[src/rtl/gpu_pixel_writer_if.sv]
// Pixel-in / framebuffer-write-out bundle for gpu_pixel_writer.
// slave is the writer's side, master is the fill engine plus memory side.
interface gpu_pixel_writer_if #(
    parameter int WIDTH_BITS   = 10,
    parameter int HEIGHT_BITS  = 9,
    parameter int CHANNEL_BITS = 8,
    parameter int ADDR_BITS    = 19
);
    logic                      pix_valid_i;
    logic                      pix_ready_o;
    logic [WIDTH_BITS-1:0]     x_i;
    logic [HEIGHT_BITS-1:0]    y_i;
    logic [CHANNEL_BITS-1:0]   r_i;
    logic [CHANNEL_BITS-1:0]   g_i;
    logic [CHANNEL_BITS-1:0]   b_i;
    logic                      mem_we_o;
    logic [ADDR_BITS-1:0]      mem_addr_o;
    logic [3*CHANNEL_BITS-1:0] mem_wdata_o;
    logic                      mem_ack_i;
    logic                      idle_o;

    modport slave (
        input  pix_valid_i, x_i, y_i, r_i, g_i, b_i, mem_ack_i,
        output pix_ready_o, mem_we_o, mem_addr_o, mem_wdata_o, idle_o
    );

    modport master (
        output pix_valid_i, x_i, y_i, r_i, g_i, b_i, mem_ack_i,
        input  pix_ready_o, mem_we_o, mem_addr_o, mem_wdata_o, idle_o
    );
endinterface

[src/rtl/gpu_pixel_writer.sv]
// Pixel -> linear address -> FIFO -> req/ack framebuffer write; 2-edge empty-to-request latency,
// back-to-back writes on ack, pix_ready_o = FIFO not full. GPU_PIXEL_WRITER_CLIP_EN drops off-screen pixels.
module gpu_pixel_writer #(
    parameter int SCREEN_WIDTH  = 640,
    parameter int SCREEN_HEIGHT = 480,
    parameter int WIDTH_BITS    = 10,
    parameter int HEIGHT_BITS   = 9,
    parameter int CHANNEL_BITS  = 8,
    parameter int ADDR_BITS     = 19,
    parameter int FIFO_DEPTH    = 4
) (
    input  logic clk,
    input  logic n_rst,
    gpu_pixel_writer_if.slave bus
);
    localparam int PTR_W = (FIFO_DEPTH > 1) ? $clog2(FIFO_DEPTH) : 1;
    localparam int CNT_W = $clog2(FIFO_DEPTH + 1);
    localparam int DAT_W = 3 * CHANNEL_BITS;

    if (FIFO_DEPTH < 2 || (FIFO_DEPTH & (FIFO_DEPTH - 1)) != 0 ||
        SCREEN_WIDTH < 1 || SCREEN_HEIGHT < 1) begin : g_bad_cfg
        $error("gpu_pixel_writer: bad FIFO_DEPTH or screen size");
    end

    typedef struct packed {
        logic [ADDR_BITS-1:0] addr;
        logic [DAT_W-1:0]     rgb;
    } entry_t;

    typedef enum logic {S_IDLE, S_WRITE} state_t;

    entry_t             fifo_mem [FIFO_DEPTH];
    logic [PTR_W-1:0]   wr_ptr_q, wr_ptr_d;
    logic [PTR_W-1:0]   rd_ptr_q, rd_ptr_d;
    logic [CNT_W-1:0]   count_q, count_d;

    state_t             state_q;
    logic               mem_we_q;
    logic [ADDR_BITS-1:0] mem_addr_q;
    logic [DAT_W-1:0]   mem_wdata_q;

    logic   pix_ready;
    logic   on_screen;
    logic   push;
    logic   pop;
    logic   fifo_nonempty;
    entry_t new_entry;

    assign pix_ready     = (count_q != CNT_W'(FIFO_DEPTH));
    assign fifo_nonempty = (count_q != '0);

`ifdef GPU_PIXEL_WRITER_CLIP_EN
    assign on_screen = (32'(bus.x_i) < 32'(SCREEN_WIDTH)) &&
                       (32'(bus.y_i) < 32'(SCREEN_HEIGHT));
`else
    assign on_screen = 1'b1;
`endif

    // Multiply in ADDR_BITS width so the result wraps modulo 2^ADDR_BITS.
    assign new_entry.addr = ADDR_BITS'(bus.y_i) * ADDR_BITS'(SCREEN_WIDTH) + ADDR_BITS'(bus.x_i);
    assign new_entry.rgb  = {bus.r_i, bus.g_i, bus.b_i};

    assign push = bus.pix_valid_i && pix_ready && on_screen;
    assign pop  = fifo_nonempty && ((state_q == S_IDLE) || bus.mem_ack_i);

    always_comb begin
        wr_ptr_d = wr_ptr_q;
        rd_ptr_d = rd_ptr_q;
        count_d  = count_q;
        if (push) begin
            wr_ptr_d = wr_ptr_q + PTR_W'(1);
        end
        if (pop) begin
            rd_ptr_d = rd_ptr_q + PTR_W'(1);
        end
        case ({push, pop})
            2'b10:   count_d = count_q + CNT_W'(1);
            2'b01:   count_d = count_q - CNT_W'(1);
            default: count_d = count_q;
        endcase
    end

    always_ff @(posedge clk or negedge n_rst) begin
        if (!n_rst) begin
            wr_ptr_q <= '0;
            rd_ptr_q <= '0;
            count_q  <= '0;
        end else begin
            wr_ptr_q <= wr_ptr_d;
            rd_ptr_q <= rd_ptr_d;
            count_q  <= count_d;
        end
    end

    always_ff @(posedge clk) begin
        if (push) begin
            fifo_mem[wr_ptr_q] <= new_entry;
        end
    end

    // Outputs are loaded directly from the FIFO head on every pop.
    always_ff @(posedge clk or negedge n_rst) begin
        if (!n_rst) begin
            state_q     <= S_IDLE;
            mem_we_q    <= 1'b0;
            mem_addr_q  <= '0;
            mem_wdata_q <= '0;
        end else begin
            case (state_q)
                S_IDLE: begin
                    if (fifo_nonempty) begin
                        mem_addr_q  <= fifo_mem[rd_ptr_q].addr;
                        mem_wdata_q <= fifo_mem[rd_ptr_q].rgb;
                        mem_we_q    <= 1'b1;
                        state_q     <= S_WRITE;
                    end
                end
                S_WRITE: begin
                    if (bus.mem_ack_i) begin
                        if (fifo_nonempty) begin
                            mem_addr_q  <= fifo_mem[rd_ptr_q].addr;
                            mem_wdata_q <= fifo_mem[rd_ptr_q].rgb;
                        end else begin
                            mem_we_q <= 1'b0;
                            state_q  <= S_IDLE;
                        end
                    end
                end
                default: begin
                    mem_we_q <= 1'b0;
                    state_q  <= S_IDLE;
                end
            endcase
        end
    end

    assign bus.pix_ready_o = pix_ready;
    assign bus.mem_we_o    = mem_we_q;
    assign bus.mem_addr_o  = mem_addr_q;
    assign bus.mem_wdata_o = mem_wdata_q;
    assign bus.idle_o      = (state_q == S_IDLE) && !fifo_nonempty;
endmodule
[src/flat_wrapper.sv]
// flat-port wrapper written by rule: the top's interface ports become plain ports
module gpu_pixel_writer_flat 
#(
    parameter int SCREEN_WIDTH  = 640,
    parameter int SCREEN_HEIGHT = 480,
    parameter int WIDTH_BITS    = 10,
    parameter int HEIGHT_BITS   = 9,
    parameter int CHANNEL_BITS  = 8,
    parameter int ADDR_BITS     = 19,
    parameter int FIFO_DEPTH    = 4
)
  (clk, n_rst, bus_pix_valid_i, bus_x_i, bus_y_i, bus_r_i, bus_g_i, bus_b_i, bus_mem_ack_i, bus_pix_ready_o, bus_mem_we_o, bus_mem_addr_o, bus_mem_wdata_o, bus_idle_o);
  gpu_pixel_writer_if #(.WIDTH_BITS(WIDTH_BITS), .HEIGHT_BITS(HEIGHT_BITS), .CHANNEL_BITS(CHANNEL_BITS), .ADDR_BITS(ADDR_BITS)) bus_i ();
  input  logic clk;
  input  logic n_rst;
  input wire logic [$bits(bus_i.pix_valid_i)-1:0] bus_pix_valid_i;
  input wire logic [$bits(bus_i.x_i)-1:0] bus_x_i;
  input wire logic [$bits(bus_i.y_i)-1:0] bus_y_i;
  input wire logic [$bits(bus_i.r_i)-1:0] bus_r_i;
  input wire logic [$bits(bus_i.g_i)-1:0] bus_g_i;
  input wire logic [$bits(bus_i.b_i)-1:0] bus_b_i;
  input wire logic [$bits(bus_i.mem_ack_i)-1:0] bus_mem_ack_i;
  output wire logic [$bits(bus_i.pix_ready_o)-1:0] bus_pix_ready_o;
  output wire logic [$bits(bus_i.mem_we_o)-1:0] bus_mem_we_o;
  output wire logic [$bits(bus_i.mem_addr_o)-1:0] bus_mem_addr_o;
  output wire logic [$bits(bus_i.mem_wdata_o)-1:0] bus_mem_wdata_o;
  output wire logic [$bits(bus_i.idle_o)-1:0] bus_idle_o;
  assign bus_i.pix_valid_i = bus_pix_valid_i;
  assign bus_i.x_i = bus_x_i;
  assign bus_i.y_i = bus_y_i;
  assign bus_i.r_i = bus_r_i;
  assign bus_i.g_i = bus_g_i;
  assign bus_i.b_i = bus_b_i;
  assign bus_i.mem_ack_i = bus_mem_ack_i;
  assign bus_pix_ready_o = bus_i.pix_ready_o;
  assign bus_mem_we_o = bus_i.mem_we_o;
  assign bus_mem_addr_o = bus_i.mem_addr_o;
  assign bus_mem_wdata_o = bus_i.mem_wdata_o;
  assign bus_idle_o = bus_i.idle_o;
  gpu_pixel_writer #(.SCREEN_WIDTH(SCREEN_WIDTH), .SCREEN_HEIGHT(SCREEN_HEIGHT), .WIDTH_BITS(WIDTH_BITS), .HEIGHT_BITS(HEIGHT_BITS), .CHANNEL_BITS(CHANNEL_BITS), .ADDR_BITS(ADDR_BITS), .FIFO_DEPTH(FIFO_DEPTH)) u_core (.clk(clk), .n_rst(n_rst), .bus(bus_i));
endmodule
[config.mk]
export PLATFORM = sky130hd
export DESIGN_NAME = gpu_pixel_writer_flat
export DESIGN_NICKNAME = d
export VERILOG_FILES = /design/src/rtl/gpu_pixel_writer_if.sv /design/src/rtl/gpu_pixel_writer.sv /design/src/flat_wrapper.sv
export SDC_FILE = /design/constraint.sdc
export NUM_CORES = 1
export LEC_CHECK = 0
export ABC_CLOCK_PERIOD_IN_PS = 2210
export BUFFER_PORTS_ARGS = -buffer_cell sky130_fd_sc_hd__buf_2
export CELL_PAD_IN_SITES_DETAIL_PLACEMENT = 1
export CELL_PAD_IN_SITES_GLOBAL_PLACEMENT = 2
export CORE_ASPECT_RATIO = 1.4
export CORE_UTILIZATION = 41
export CTS_CLUSTER_DIAMETER = 200
export DETAILED_ROUTE_END_ITERATION = 8
export PLACE_DENSITY = 0.75
export SLEW_MARGIN = 30
export SYNTH_ARGS = -nofsm -noshare
export SYNTH_HDL_FRONTEND = slang
export SYNTH_SLANG_ARGS = --single-unit
[constraint.sdc]
create_clock -name clk -period 2.21 [get_ports clk]
set_clock_uncertainty 0.1 [all_clocks]
set_input_delay 0.221 -clock clk [delete_from_list [all_inputs] [get_ports clk]]
set_output_delay 0.221 -clock clk [all_outputs]
set_load 0.005 [all_outputs]
# Word level (Yosys, flattened, before mapping)
# Memory sizes are Yosys's and may differ from the RTL's.
# Index checks and enable logic that the tools add are counted.
[classes]
add_sub_neg = 5
mul = 1
n_eq_ne = 6
muxes = 16
bitwise = 1
reduce_logical = 8
[op_table]
columns = ["op", "count"]
rows = [
  ["two-way mux 24 bit", 2],
  ["case mux 24 bit (2 select lines)", 1],
  ["two-way mux 19 bit", 2],
  ["case mux 19 bit (2 select lines)", 1],
  ["adder 19 x 10 -> 19 bit", 1],
  ["multiplier 9 x 3 -> 12 bit (second input constant)", 1],
  ["two-way mux 1 bit", 7],
  ["case mux 3 bit (2 select lines)", 1],
  ["adder 2 x 1 -> 2 bit (second input constant)", 2],
  ["!= test 2 bit (second input constant)", 2],
  ["case mux 1 bit (2 select lines)", 2],
  ["adder 3 x 1 -> 3 bit (second input constant)", 1],
  ["logical AND 1 bit", 3],
  ["!= test 3 bit (second input constant)", 1],
  ["AND reduction 3 bit", 1],
  ["nonzero test 3 bit", 1],
  ["subtractor 3 x 1 -> 3 bit (second input constant)", 1],
  ["equality test 2 x 1 -> 1 bit (second input constant)", 1],
  ["equality test 2 bit (second input constant)", 1],
  ["!= test 2 x 1 -> 1 bit (second input constant)", 1],
  ["nonzero test 2 bit", 1],
  ["logical NOT 1 bit", 1],
  ["logical OR 1 bit", 1],
  ["inverter 1 bit", 1],
]
[totals]
reg_bits = 52
ramBits = 172
in_bits = 47
output_inout_bits = 46
word_cells = 45
memories = 1
[mem_list]
columns = ["name", "depth", "word_bits", "read_ports", "rd_ports_with_merged_regs", "wr", "line_no", "rtl"]
rows = [
  ["u_core.fifo_mem", 4, 43, 1, 0, 1, "gpu_pixel_writer.sv:32", "entry_t fifo_mem [FIFO_DEPTH];"],
]

# Depth between registers and ports, before layout
[logic_depth]
word_depth = 5
depth_mapped = 10

# Worst setup path before layout
# Ideal clock, no wire load.
[synth_path]
path_kind = "input to register"
startpoint = "input bus_y_i[1]"
endpoint = "memory u_core.fifo_mem[0][41] (netlist bit) (data pin)"
arrival_ns = 2.134
required_time_ns = 1.835
slack_ns = -0.299
path_stages = 9
path_cell_list = "ha_1 > ha_1 > fa_1 > a21oi_1 > nor2_1 > a211oi_1 > xnor2_1 > nand4_1 > xor2_1"
[synth_lines]
columns = ["item", "line_no", "rtl"]
rows = [
  ["start, declared", "flat_wrapper.sv:18", "input wire logic [$bits(bus_i.y_i)-1:0] bus_y_i;"],
  ["end, declared", "gpu_pixel_writer.sv:32", ""],
]

==> run_results.csv <==
group,metric,value,unit
run_status,status,"complete, no violations",
floorplan,die_h,176,um
setup_path,end_kind,"flop",
yosys,synthFlopType,"edfxtp_1",
setup_path,r2r_slack,0.12,ns
place,place_area,10000,sq um
setup_path,rr_worst_depth,10,
floorplan,die_w,126,um
yosys,yosysTopAreaCell,"edfxtp_1",
floorplan,start_util,41.8,%
timing,setup_violations,0,
timing,period_minus_slack,2.16,ns
worst_hold_path,min_path_type,"input pin to flop",
timing,max-slew-margin-rel,57.0,%
place,hpwl,11400,um
place,portBuffers,92,
power_and_ir_drop,leakagePower,4.16,nW
setup_path,critical_path_class,"input pin to flop",
yosys,synth_top_area_share,58.2,%
detailed_routing,ant_nets,0,
yosys,ys_types,36,
floorplan,fp.coreArea,21200,sq um
timing,hold_viol,0,
setup_path,r2r-start,"u_core.count_q[0]",
setup_path,cp_max_fo,5,
setup_path,crit_end,"u_core.fifo_mem[2][41]",
timing,fin_setup_tns,0,ns
yosys,syn_nets,505,
finish,drive_gt1_share,44.2,%
clocking,cts-buffers-inserted,20,
yosys,postSynthAreaPerCell,20.5,sq um
worst_hold_path,holdCritStartpoint,"bus_pix_valid_i",
finish,finalNetCount,674,
finish,num_antenna_cells,0,
clocking,cts_tree,"built",
finish,syn_to_final_growth,25.5,%
timing,final_max_slew_viol_count,0,
detailed_routing,wl,17800,um
clocking,cts-htree-levels,1,
yosys,ys_warn_count,0,
global_routing,grt_first_pass_wirelength,28200,um
setup_path,cp-startpoint,"bus_y_i[5]",
place,place_congestion,0.708,
yosys,ys_top_cells_by_area,"edfxtp_1 58%, dfrtp_1 15%, mux4_2 11%",
clocking,path_clk_slew,0.07,ns
yosys,netlist_area,8870,sq um
global_routing,grt_max_degree,46,
global_routing,antenna_found_initial,0,
timing,finalCritPeriodShare,98.0,%
setup_path,crit_required,2.32,ns
detailed_routing,wl_per_cell,20.3,um
detailed_routing,drtIter0Drc,185,
finish,final_cell_area,11100,sq um
worst_hold_path,whs_path_depth,3,
detailed_routing,drc,0,
floorplan,ioPinCount,93,
setup_path,regToRegEndpoint,"u_core.count_q[2]",
setup_path,start_kind,"input pin",
detailed_routing,dr.pass1.iters,5,
floorplan,die_area,22200,sq um
yosys,synth_edf_count,172,
yosys,yosysSeqAreaShare,72.9,%
detailed_routing,vias,4524,
detailed_routing,routed_via_density,5.17,
power_and_ir_drop,ir_drop,0.000623,V
setup_path,arrival,2.27,ns
floorplan,rows,63,
yosys,ys_ff_latch,224,
timing,worst_pin_slew,0.646,ns
yosys,ys_async_sr_fraction,23.2,%
global_routing,grt_pass1_vias,5158,
finish,fillCellCount,1923,
yosys,syn-instance-count,432,
timing,max_freq,0.462,GHz
clocking,clock_latency,0.49,ns
clocking,clockRootBuffer,"clkbuf_16",
clocking,cts.sinks,224,
job,drv_cap,0,
global_routing,grt-ovfl-total,0,
global_routing,gr-usage-all-layers,16.8,%
clocking,cts_buffer_depth,3,
power_and_ir_drop,p_per_area,1280,nW/um^2
-- state kept, by name (all words and copies together), names as in the netlist --
name	cells
u_core.bus.mem_we_o	1
u_core.rd_ptr_q	2
u_core.wr_ptr_q	2
u_core.state_q	1
u_core.count_q	3
u_core.bus.mem_wdata_o	24
u_core.fifo_mem	172
u_core.bus.mem_addr_o	19
-- layer usage --
| metal | global-route usage, % | vias up | routed length (um) |
|---|---|---|---|
| met5 | 0 | - | 0 |
| met4 | 4.77 | 0 | 325 |
| met3 | 2.36 | 22 | 664 |
| met2 | 32.3 | 91 | 9900 |
| met1 | 19.1 | 2366 | 6900 |
| li1 | - | 2045 | - |
-- power by group --
group	internal (mW)	switching, mW	total (mW)
sequential	5.82	0.451	6.28
clock	2.24	1.47	3.71
combinational	2.27	1.96	4.24
total	10.3	3.88	14.2
-- final cells by class --
| type | count | area (sq um) | area share [%] |
|---|---|---|---|
| Sequential cell | 224 | 6470 | 58.1 |
| Multi-Input combinational cell | 180 | 2390 | 21.4 |
| Clock inverter | 10 | 151 | 1.36 |
| Tap cell | 260 | 325 | 2.92 |
| Timing Repair Buffer | 161 | 1190 | 10.7 |
| Inverter | 14 | 52.6 | 0.472 |
| Clock buffer | 26 | 554 | 4.98 |
-- cell usage after synthesis, types with 2 or more instances --
cell	count
dfrtp_1	52
a21o_1	2
edfxtp_1	172
mux2_2	43
and3_1	4
xnor2_1	14
nand2_1	6
nand4_1	2
fa_1	3
mux4_2	43
clkbuf_1	3
o21ai_1	2
buf_4	4
a21oi_1	4
buf_2	6
inv_1	13
o21ai_0	5
nand3_1	3
ha_1	23
xor2_1	7
nor2_1	6
-- worst max-delay path: stages --
cell	delay [ns]
buf_2	0.11
ha_1	0.29
ha_1	0.41
a21o_1	0.27
a311oi_4	0.29
xnor2_2	0.20
nand4_1	0.22
xor2_2	0.25
-- how the worst min path moves through the flow --
stage                                     endpoint  slack (ns)
after CTS                       u_core.wr_ptr_q[0]        0.09
after global routing            u_core.wr_ptr_q[0]        0.05
after floorplan           u_core.bus.mem_addr_o[0]       -0.17
after global placement    u_core.bus.mem_addr_o[3]        0.18
after detailed placement  u_core.bus.mem_addr_o[3]        0.20
final                           u_core.wr_ptr_q[0]        0.05
-- logic make-up (layout without fill, tap and decap cells) --
family	Yosys count	after routing	synth area share [%]
flops	224	224	72.9
xor+xnor	21	21	2.07
fa+ha+maj	26	26	3.92
compound gates	19	19	1.45
mux	87	87	16.5
buf+inv	28	211	1.44
simple gates	27	27	1.73
-- through the flow --
stage / worst slack, ns / utilization (%) / instances / hold slack [ns] / total power [mW]
floorplan: -0.0315 / - / 432 / -0.175 / 8.93
global placement: -0.244 / 47.4 / 804 / 0.182 / 10.4
detailed placement: -0.385 / 47.4 / 804 / 0.196 / 10.7
CTS: 0.00625 / 52.3 / 874 / 0.0878 / 14.4
global route: -0.0426 / 52.5 / 875 / 0.0495 / 15.0
finish: 0.0452 / 52.5 / 875 / 0.0504 / 14.2
-- placed cells by master, fill, tap and decap left out, drive strengths merged, types with 3 or more instances in the layout --
master       count
nand3            4
xor2             7
fa               3
nor2             6
mux2            43
a21oi            5
o21ai            7
edfxtp         172
clkbuf          26
bufinv           4
dlygate4sd3     34
dfrtp           52
nand2            6
clkinv           5
buf            127
and3             4
ha              23
inv             14
mux4            43
xnor2           14
-- timing repair --
item                                   CTS  global route
gates resized for setup                  0            10
setup buffers                            0             2
hold buffers                            34             0
endpoints found under the hold margin  152             0
setup endpoints to repair                0             5
(Power assumes the default switching activity.)
